===== config.mk =====
export PLATFORM = sky130hd
export DESIGN_NAME = mem_access_unit
export DESIGN_NICKNAME = d
export VERILOG_FILES = /design/src/rtl/mem_pkg.sv /design/src/rtl/mem_timeout_ctr.sv /design/src/rtl/mem_access_unit.sv
export SDC_FILE = /design/constraint.sdc
export NUM_CORES = 1
export LEC_CHECK = 0
export ABC_AREA = 1
export BUFFER_PORTS_ARGS = -buffer_cell sky130_fd_sc_hd__buf_2
export CAP_MARGIN = 40
export CORE_ASPECT_RATIO = 0.5
export CORE_MARGIN = 2
export CORE_UTILIZATION = 40
export DETAILED_ROUTE_END_ITERATION = 10
export GPL_TIMING_DRIVEN = 0
export PLACE_DENSITY = 0.75
export SLEW_MARGIN = 0
export SYNTH_ARGS = -nofsm -noshare
export SYNTH_HDL_FRONTEND = slang
export SYNTH_SLANG_ARGS = --single-unit

===== constraint.sdc =====
create_clock -name clk -period 8.58 [get_ports clk]
set_input_delay 0.429 -clock clk [delete_from_list [all_inputs] [get_ports clk]]
set_output_delay 0.429 -clock clk [all_outputs]
set_load 0.01 [all_outputs]

===== src/rtl/mem_pkg.sv =====
// mem_pkg: shared definitions for the MEM-stage access unit.
//   state_t         - access FSM encoding (IDLE / ACCESS / HOLD)
//   *_DEFAULT       - default bus widths and timeout length
//   ERR_*           - error cause codes, used when reporting errors
package mem_pkg;

    typedef enum logic [1:0] {
        IDLE   = 2'd0,
        ACCESS = 2'd1,
        HOLD   = 2'd2
    } state_t;

    localparam int unsigned ADDR_W_DEFAULT  = 32;
    localparam int unsigned DATA_W_DEFAULT  = 32;
    localparam int unsigned TIMEOUT_DEFAULT = 64;

    localparam logic [1:0] ERR_NONE     = 2'd0;
    localparam logic [1:0] ERR_MISALIGN = 2'd1;
    localparam logic [1:0] ERR_ILLEGAL  = 2'd2;
    localparam logic [1:0] ERR_TIMEOUT  = 2'd3;

endpackage


===== src/rtl/mem_timeout_ctr.sv =====
// mem_timeout_ctr: cycle counter bounding how long a bus access may wait.
//   clk, rst - clock, asynchronous active-high reset
//   clear    - synchronous clear (priority over enable)
//   enable   - count one cycle
//   expired  - count has reached TIMEOUT_CYCLES-1
module mem_timeout_ctr
    import mem_pkg::*;
#(
    parameter int unsigned TIMEOUT_CYCLES = TIMEOUT_DEFAULT
) (
    input  logic clk,
    input  logic rst,
    input  logic clear,
    input  logic enable,
    output logic expired
);

    logic [7:0] count;

    assign expired = (count == 8'(TIMEOUT_CYCLES - 1));

    // Holds at the terminal value so a stuck enable cannot wrap around.
    always_ff @(posedge clk or posedge rst) begin
        if (rst) begin
            count <= '0;
        end else if (clear) begin
            count <= '0;
        end else if (enable && !expired) begin
            count <= count + 8'd1;
        end
    end

endmodule


===== src/rtl/mem_access_unit.sv =====
// mem_access_unit: MEM-stage initiator issuing one word access per
// instruction on a req/ack data bus.
//   clk, rst                    - clock, asynchronous active-high reset
//   mem_read_i, mem_write_i     - EX/MEM control bits
//   addr_i, wdata_i             - ALU result (byte address), store data
//   bus_req_o, bus_we_o         - access request and direction
//   bus_addr_o, bus_wdata_o     - registered address / write data
//   bus_ack_i, bus_rdata_i      - responder completion pulse and read data
//   stall_o                     - freeze upstream pipeline registers
//   rdata_o, rdata_valid_o      - last load data and completion pulse
//   err_o, err_addr_o           - error pulse and address of the errored access
module mem_access_unit
    import mem_pkg::*;
#(
    parameter int unsigned ADDR_W         = ADDR_W_DEFAULT,
    parameter int unsigned DATA_W         = DATA_W_DEFAULT,
    parameter int unsigned TIMEOUT_CYCLES = TIMEOUT_DEFAULT
) (
    input  logic              clk,
    input  logic              rst,
    input  logic              mem_read_i,
    input  logic              mem_write_i,
    input  logic [ADDR_W-1:0] addr_i,
    input  logic [DATA_W-1:0] wdata_i,
    output logic              bus_req_o,
    output logic              bus_we_o,
    output logic [ADDR_W-1:0] bus_addr_o,
    output logic [DATA_W-1:0] bus_wdata_o,
    input  logic              bus_ack_i,
    input  logic [DATA_W-1:0] bus_rdata_i,
    output logic              stall_o,
    output logic [DATA_W-1:0] rdata_o,
    output logic              rdata_valid_o,
    output logic              err_o,
    output logic [ADDR_W-1:0] err_addr_o
);

    state_t state;
    logic   request;
    logic   misaligned;
    logic   both_set;
    logic   legal_req;
    logic   expired;

    assign request    = mem_read_i | mem_write_i;
    assign misaligned = (addr_i[1:0] != 2'b00);
    assign both_set   = mem_read_i & mem_write_i;
    assign legal_req  = request & ~misaligned & ~both_set;

    // Gated by rst so the pipeline is released the moment reset asserts,
    // even if the EX/MEM control bits are still high.
    assign stall_o = ~rst & (((state == IDLE) & legal_req) | (state == ACCESS));

    mem_timeout_ctr #(
        .TIMEOUT_CYCLES (TIMEOUT_CYCLES)
    ) u_timeout (
        .clk     (clk),
        .rst     (rst),
        .clear   (state != ACCESS),
        .enable  (state == ACCESS),
        .expired (expired)
    );

    always_ff @(posedge clk or posedge rst) begin
        if (rst) begin
            state         <= IDLE;
            bus_req_o     <= 1'b0;
            bus_we_o      <= 1'b0;
            bus_addr_o    <= '0;
            bus_wdata_o   <= '0;
            rdata_o       <= '0;
            rdata_valid_o <= 1'b0;
            err_o         <= 1'b0;
            err_addr_o    <= '0;
        end else begin
            rdata_valid_o <= 1'b0;
            err_o         <= 1'b0;
            case (state)
                IDLE: begin
                    if (legal_req) begin
                        bus_addr_o  <= addr_i;
                        bus_wdata_o <= wdata_i;
                        bus_we_o    <= mem_write_i;
                        bus_req_o   <= 1'b1;
                        state       <= ACCESS;
                    end else if (request) begin
                        err_o      <= 1'b1;
                        err_addr_o <= addr_i;
                        state      <= HOLD;
                    end
                end
                ACCESS: begin
                    // Ack is checked first so a same-cycle ack beats the timeout.
                    if (bus_ack_i) begin
                        bus_req_o <= 1'b0;
                        if (!bus_we_o) begin
                            rdata_o       <= bus_rdata_i;
                            rdata_valid_o <= 1'b1;
                        end
                        state <= HOLD;
                    end else if (expired) begin
                        bus_req_o  <= 1'b0;
                        err_o      <= 1'b1;
                        err_addr_o <= bus_addr_o;
                        state      <= HOLD;
                    end
                end
                // One unstalled cycle lets EX/MEM advance so the same
                // instruction is not issued twice.
                HOLD: begin
                    state <= IDLE;
                end
                default: begin
                    state <= IDLE;
                end
            endcase
        end
    end

endmodule

==> key figures, run 1 <==
STA
  – Min Tclk post-route: 2270 ps
  – Crit share post-route: 26.5%
  – Slew Viols, Final: 0
  – Skew final: 9.32 ps
  – Final Hold Viols: 0
  – Final setup vio count: 0
  – Max Fclk: 440 MHz
  – Slew @ Worst Pin: 673 ps
  – Max_slew headroom: 55.1%
  – Final Worst Setup Slack: 6310 ps
  – RSZ-0062 raised after global routing: false
  – Setup TNS: 0 ps

Power and ir drop
  – P_leak: 4.64 nW
  – Peak supply drop: 0.000118 V
  – Power Dens Cells: 341 nW/um^2
  – Total Power: 0.00276 W

Floorplanning
  – Initial Util: 41.1%
  – Die area: 16000 sq um
  – Core area: 14500 sq um
  – Boundary Pins: 234
  – Chip Height: 90.4 microns
  – Die Span X: 177 microns
  – Num rows: 31

Global routing
  – Number of global-route vias before repair: 5521
  – Gr usage total: 21.4%
  – Global-route wire length before repair: 27400 microns
  – Largest net degree at the start of global routing: 75
  – Grt total ovfl: 0
  – Initial antenna violation count: 0

Critical path
  – Required time of the critical path: 8150 ps
  – CP Class: reg2out
  – Top Family by Delay on Critical Path: buffers and inverters
  – R2r startpoint: u_timeout.count[0]$_DFFE_PP0P_
  – Crit Reg-Reg Endpoint: err_addr_o[25]$_DFFE_PP0P_
  – Crit-path cells: nor2_2, nand4_2, buf_4, buf_6, a21oi_1, buf_2
  – Crit path max fanout: 10
  – Crit path depth: 6
  – FF-to-FF path depth: 8
  – R2r setup slk: 6960 ps
  – Startpoint Class: flip-flop
  – Crit path buffers/inverters: 3
  – Max stage delay on crit path: 410 ps
  – Crit path DAT: 1850 ps
  – Crit. End Element: primary output
  – Critical-path top delay cell: dfrtp_1

Hold path
  – Worst min path class: in2async

Synth
  – Post-synth top area cell: dfrtp_1
  – Most frequent cells after synthesis: 344 x nand2_1, 142 x dfrtp_1, 54 x o21ai_0
  – EDFF count, synth: 0
  – Syn_nets: 806
  – Main synth FF type: dfrtp_1
  – Asr flop ratio synth: 100%
  – Yosys top cell area share: 59.5%
  – Sequential element share of the synthesized area: 59.5%
  – Yosys synthesis warning count: 0
  – Distinct cells, synth: 25
  – Gate Count Post-Synth: 704
  – Synth top area cells: dfrtp_1 59%, nand2_1 22%, o21ai_0 4.5%
  – Cell with the most instances after synthesis: nand2_1
  – Mapped Area: 5970 sq um
  – Syn_area_per_cell: 8.48 sq um
  – Post-synthesis register bit count: 142

Cells and area
  – Final nets: 1059
  – Share of cells above drive strength 1: 31.5%
  – Antenna cell count: 0
  – Fill cell count: 1300
  – Synth-to-Final Area Change: 35.4%

Detailed routing
  – 1st-pass router iterations: 5
  – Initial DRC count: 378
  – Per-cell routed wire length: 14.1 microns
  – DRC viols: 0
  – Total Wirelength: 16400 microns
  – Via count: 5539
  – Via-per-instance ratio: 4.74
  – Routed Antenna Nets: 0

Clocking
  – Setup Fix Bufs, Post-CTS: 0
  – CTS tree: done
  – # hold bufs at CTS: 0
  – Longest Clk Path Bufs: 2
  – Reg clk slew, reported paths: 60 ps
  – Later-pin clock latency in the skew report: 420 ps
  – H-Tree Depth: 4
  – Total CTS buffers: 17
  – Root cell of the clock tree: clkbuf_16
  – CTS sink cnt: 142
  – Post-CTS Resized: 0

Outcome
  – Status: completed

Flow run
  – Max cap viols: 0

Place
  – Port Buffer Count: 233
  – Pre-CTS setup slack: 6610 ps
  – Final GP Congestion: 0.859
  – Final HPWL DP: 11900 microns
stage by stage:
| stage | utilization, % | instances | area (sq um) | hold WS [ps] |
|---|---|---|---|---|
| after global routing | 55.6 | 1168 | 8090 | 201 |
| after global placement | 50.8 | 1135 | 7390 | 458 |
| after CTS | 55.6 | 1168 | 8090 | 174 |
| after floorplan | - | 704 | 5970 | 467 |
| final | 55.6 | 1168 | 8090 | 150 |
| after detailed placement | 51.0 | 1136 | 7420 | 459 |
layer usage:
layer  wire length [microns]  up-vias  GRT usage (%)
met5                       0        -              0
met4                     583        0           9.78
met3                     867       46           3.91
met2                    7900      198           35.3
met1                    7060     2606           27.6
li1                        -     2689              -
placed cells by master, fill, tap and decap left out, drive strengths merged, types with 4 or more instances in the layout:
cell    synthesis  routed
bufinv          0       6
nand3          39      39
nor2           13      13
nand2         346     346
a21oi           4       4
dfrtp         142     142
o21ai          67      67
buf            29     263
inv            48      49
clkbuf          8      27
worst register-to-register path, stage by stage (launching register included):
cell and delay, ps:
dfrtp_1 400, ha_1 240, nand2_1 110, nor2_4 150, nand4_4 170, nand2_4 150
buf_4 190, nand2_1 80, nand2_1 60
area by class of cell:
class,instances,area [sq um],share of cell area [%]
Timing Repair Buffer,234,1190,14.8
Buffer,37,229,2.83
Inverter,48,185,2.29
Clock inverter,13,238,2.94
Tap cell,198,248,3.06
Clock buffer,19,433,5.35
Sequential cell,142,3550,43.9
Multi-Input combinational cell,477,2010,24.9
sequential cells by signal, indices dropped and copies added (netlist names), 2 cells and up:
signal,cells
bus_wdata_o,32
state,2
bus_addr_o,32
u_timeout.count,8
rdata_o,32
err_addr_o,32
worst max path at each step:
stage	start	end	slack, ps
final	state[0]$_DFFE_PP0P_	stall_o	6310
after global routing	state[0]$_DFFE_PP0P_	stall_o	6120
after CTS	state[0]$_DFFE_PP0P_	stall_o	6290
after detailed placement	addr_i[0]	stall_o	6610
after global placement	rst	rdata_o[14]$_DFFE_PP0P_	2670
after floorplan	rst	bus_addr_o[0]$_DFFE_PP0P_	4340
where the power goes:
part / switching [W] / leakage [nW] / internal [W]
sequential: 0.000153 / 1.79 / 0.000935
combinational: 0.000487 / 2.53 / 0.000342
clock: 0.000294 / 0.314 / 0.000548
kinds of logic (layout without fill, tap and decap cells):
family                   after synthesis  count (layout)  share of synthesized area, %
adder cells (fa/ha/maj)                1               1                         0.209
AO/OA/AOI/OAI                         75              75                          6.41
AND/OR/NAND/NOR                      401             401                          27.0
flip-flops                           142             142                          59.5
buffers and inverters                 85             351                          6.85
(Power assumes the default switching activity.)
==> inputs of run 2 (changes only) <==
ABC_AREA = 0   (was 1)
PLACE_DENSITY = 0.77   (was 0.75)
clock period = 1.89 ns   (was 8.58 ns; I/O delays follow)
==> key figures, run 2 <==
Place
  – Final HPWL DP: 10500 microns (-12%)
  – Port Buffer Count: 233 (unchanged)
  – Final GP Congestion: 0.778 (-9.4%)
  – Placed cells: 875 (-23%)
  – Pre-CTS setup slack: -81.4 ps (-6690 ps)

Floorplanning
  – Initial Util: 41.0% (-0.048 points)
  – Chip Height: 90.1 microns (-0.31%)
  – Num rows: 31 (unchanged)
  – Core area: 14500 sq um (-0.53%)
  – Die area: 15900 sq um (-0.63%)
  – Boundary Pins: 234 (unchanged)
  – Die Span X: 176 microns (-0.32%)

STA
  – Crit share post-route: 102%
  – Setup TNS: -615 ps (-615 ps)
  – Final setup vio count: 29 (+29)
  – Skew final: 10.1 ps (+0.739 ps)
  – Min Tclk post-route: 1930 ps
  – Final Worst Setup Slack: -38.3 ps (-6340 ps)
  – Final Hold Viols: 0 (unchanged)
  – Slew @ Worst Pin: 510 ps (-163 ps)
  – RSZ-0062 raised after global routing: true
  – Max Fclk: 519 MHz
  – Slew Viols, Final: 0 (unchanged)
  – Max_slew headroom: 66.0% (+11 points)

Synth
  – Synth top area cells: dfrtp_1 60%, mux2_2 19%, mux2_4 7.3%
  – Post-synthesis register bit count: 142 (unchanged)
  – Syn_area_per_cell: 13.5 sq um (+59%)
  – Post-synth top area cell: dfrtp_1
  – Yosys synthesis warning count: 0 (unchanged)
  – EDFF count, synth: 0 (unchanged)
  – Syn_nets: 542 (-33%)
  – Mapped Area: 5930 sq um (-0.65%)
  – Asr flop ratio synth: 100% (unchanged)
  – Cell with the most instances after synthesis: dfrtp_1
  – Distinct cells, synth: 32 (+28%)
  – Most frequent cells after synthesis: 142 x dfrtp_1, 103 x nand2_1, 98 x mux2_2
  – Main synth FF type: dfrtp_1
  – Sequential element share of the synthesized area: 59.9% (+0.39 points)
  – Yosys top cell area share: 59.9% (+0.39 points)
  – Gate Count Post-Synth: 440 (-38%)

Critical path
  – Crit. End Element: flip-flop
  – Startpoint Class: flip-flop
  – Crit path max fanout: 10 (unchanged)
  – Required time of the critical path: 2190 ps (-5960 ps)
  – Crit path DAT: 2230 ps (+380 ps)
  – CP Class: reg2reg

Cells and area
  – Synth-to-Final Area Change: 54.1%
  – Most common cell after layout, fill and taps aside: buf_2
  – Commonest non-fill, non-tap cells in the layout: 239 x buf_2, 141 x dfrtp_1, 103 x nand2_1
  – Final std cells w/o fill: 1009 (-14%)
  – Final nets: 901 (-15%)
  – Antenna cell count: 0 (unchanged)
  – Post-route core utilization: 63.2% (+7.6 points)
  – Share of cells above drive strength 1: 53.0% (+21 points)

Clocking
  – Longest Clk Path Bufs: 2 (unchanged)
  – Reg clk slew, reported paths: 60 ps (about the same)
  – Total CTS buffers: 17 (unchanged)
  – Later-pin clock latency in the skew report: 420 ps (about the same)
  – H-Tree Depth: 4 (unchanged)
  – CTS tree: done
  – CTS sink cnt: 142 (unchanged)
  – Root cell of the clock tree: clkbuf_16

Detailed routing
  – 1st-pass router iterations: 4 (-1)
  – Initial DRC count: 197 (-48%)
  – Via-per-instance ratio: 4.94 (+4.1%)
  – Per-cell routed wire length: 17.6 microns (+25%)
  – Total Wirelength: 17800 microns (+8.4%)
  – Via count: 4982 (-10%)
  – DRC viols: 0 (unchanged)
  – Routed Antenna Nets: 0 (unchanged)

Global routing
  – Gr usage total: 22.0% (+0.59 points)
  – Initial antenna violation count: 0 (unchanged)
  – Number of global-route vias before repair: 5400 (-2.2%)
  – Grt total ovfl: 0 (unchanged)
  – Largest net degree at the start of global routing: 38 (-49%)
  – Global-route wire length before repair: 27300 microns (-0.30%)

Power and ir drop
  – Peak supply drop: 0.000715 V (+510%)
  – Power Dens Cells: 1390 nW/um^2 (+310%)
  – P_leak: 4.55 nW (-2.0%)

Hold path
  – Worst min path class: in2reg

Flow run
  – Max cap viols: 0 (unchanged)

Outcome
  – Status: complete, but fails checks
  – Failing checks: setup timing
==> run 2: cell types whose count changed in the layout (fill, tap and decap cells not counted), sizes merged, moves of 3 or more <==
cell         change
buf              -5
bufinv           -3
dlygate4sd3     +97
nand2          -243
nand3           -37
inv             -47
mux2           +127
xor2             +3
nor2             -6
o21ai           -62
==> run 2: critical path, stage by stage, from the launching register on <==
cell and delay [ps]:
dfrtp_2 450, nand2b_1 200, buf_6 170, nor4_4 280, a21oi_2 70, buf_4 160, buf_6 160, mux2_4 300
==> run 2: through the flow <==
| step | instance area [sq um] | hold slack, ps | power [W] |
|---|---|---|---|
| 3_5_place_dp | 7430 | 136 | 0.00891 |
| 6_report | 9150 | 88.7 | 0.0127 |
| 3_3_place_gp | 7350 | 326 | 0.00873 |
| 5_1_grt | 9150 | 97.1 | 0.0133 |
| 4_1_cts | 9080 | 46.1 | 0.0126 |
| 2_1_floorplan | 5940 | 196 | 0.00711 |
==> run 2: repair_timing <==
item                       4_1_cts  5_1_grt
resized for setup                8       16
pin swaps                        2        1
setup buffers                    6        1
hold endpoints to repair       113        0
setup endpoints to repair       52       70
hold buffers                    97        0
==> run 2: path summary, 6_finish.rpt <==
kind,from,end,slack (ps),depth (start not counted)
max,state[1]$_DFFE_PP0P_,err_addr_o[25]$_DFFE_PP0P_,-40,7
min,addr_i[1],err_addr_o[1]$_DFFE_PP0P_,90,4
max reg2reg,state[1]$_DFFE_PP0P_,err_addr_o[25]$_DFFE_PP0P_,-40,7
min reg2reg,bus_wdata_o[24]$_DFFE_PP0P_,bus_wdata_o[24]$_DFFE_PP0P_,500,1
max in group asynchronous,rst,rdata_o[30]$_DFFE_PP0P_,400,7
min in group asynchronous,rst,bus_addr_o[0]$_DFFE_PP0P_,270,3
==> run 2: kinds of logic (layout without fill, tap and decap cells) <==
kind of cell | after synthesis | after routing | synth area share, %
xor gates and xnor gates | 4 | 4 | 0.590
AOI/OAI and AO/OA | 18 | 18 | 1.86
and+or+nand+nor | 124 | 124 | 9.28
buffers and inverters | 24 | 395 | 2.26
muxes | 127 | 127 | 25.9
DFF | 142 | 142 | 59.9
adders and majority gates | 1 | 1 | 0.211
==> run 2: cell type report <==
| type | count | area, sq um |
|---|---|---|
| Tap cell | 198 | 248 |
| Sequential cell | 142 | 3550 |
| Clock buffer | 19 | 443 |
| Multi-Input combinational cell | 274 | 2300 |
| Clock inverter | 12 | 164 |
| Inverter | 2 | 11.3 |
| Buffer | 21 | 148 |
| Timing Repair Buffer | 341 | 2270 |
| Fill cell | 1013 | 5320 |
==> run 2: report_power, final <==
group	switching [W]	leakage [nW]	internal, W
Clock	0.00135	0.282	0.00212
Combinational	0.00199	2.55	0.00223
Sequential	0.000736	1.72	0.00427
==> run 2: layer usage <==
layer	up-vias	global-route usage, %	wire length [microns]	share of wire [%]
li1	2215	-	-	-
met1	2482	22.7	6380	36
met2	211	41.1	9710	55
met3	74	4.48	819	4.6
met4	0	13.3	864	4.9
met5	-	0	0	0
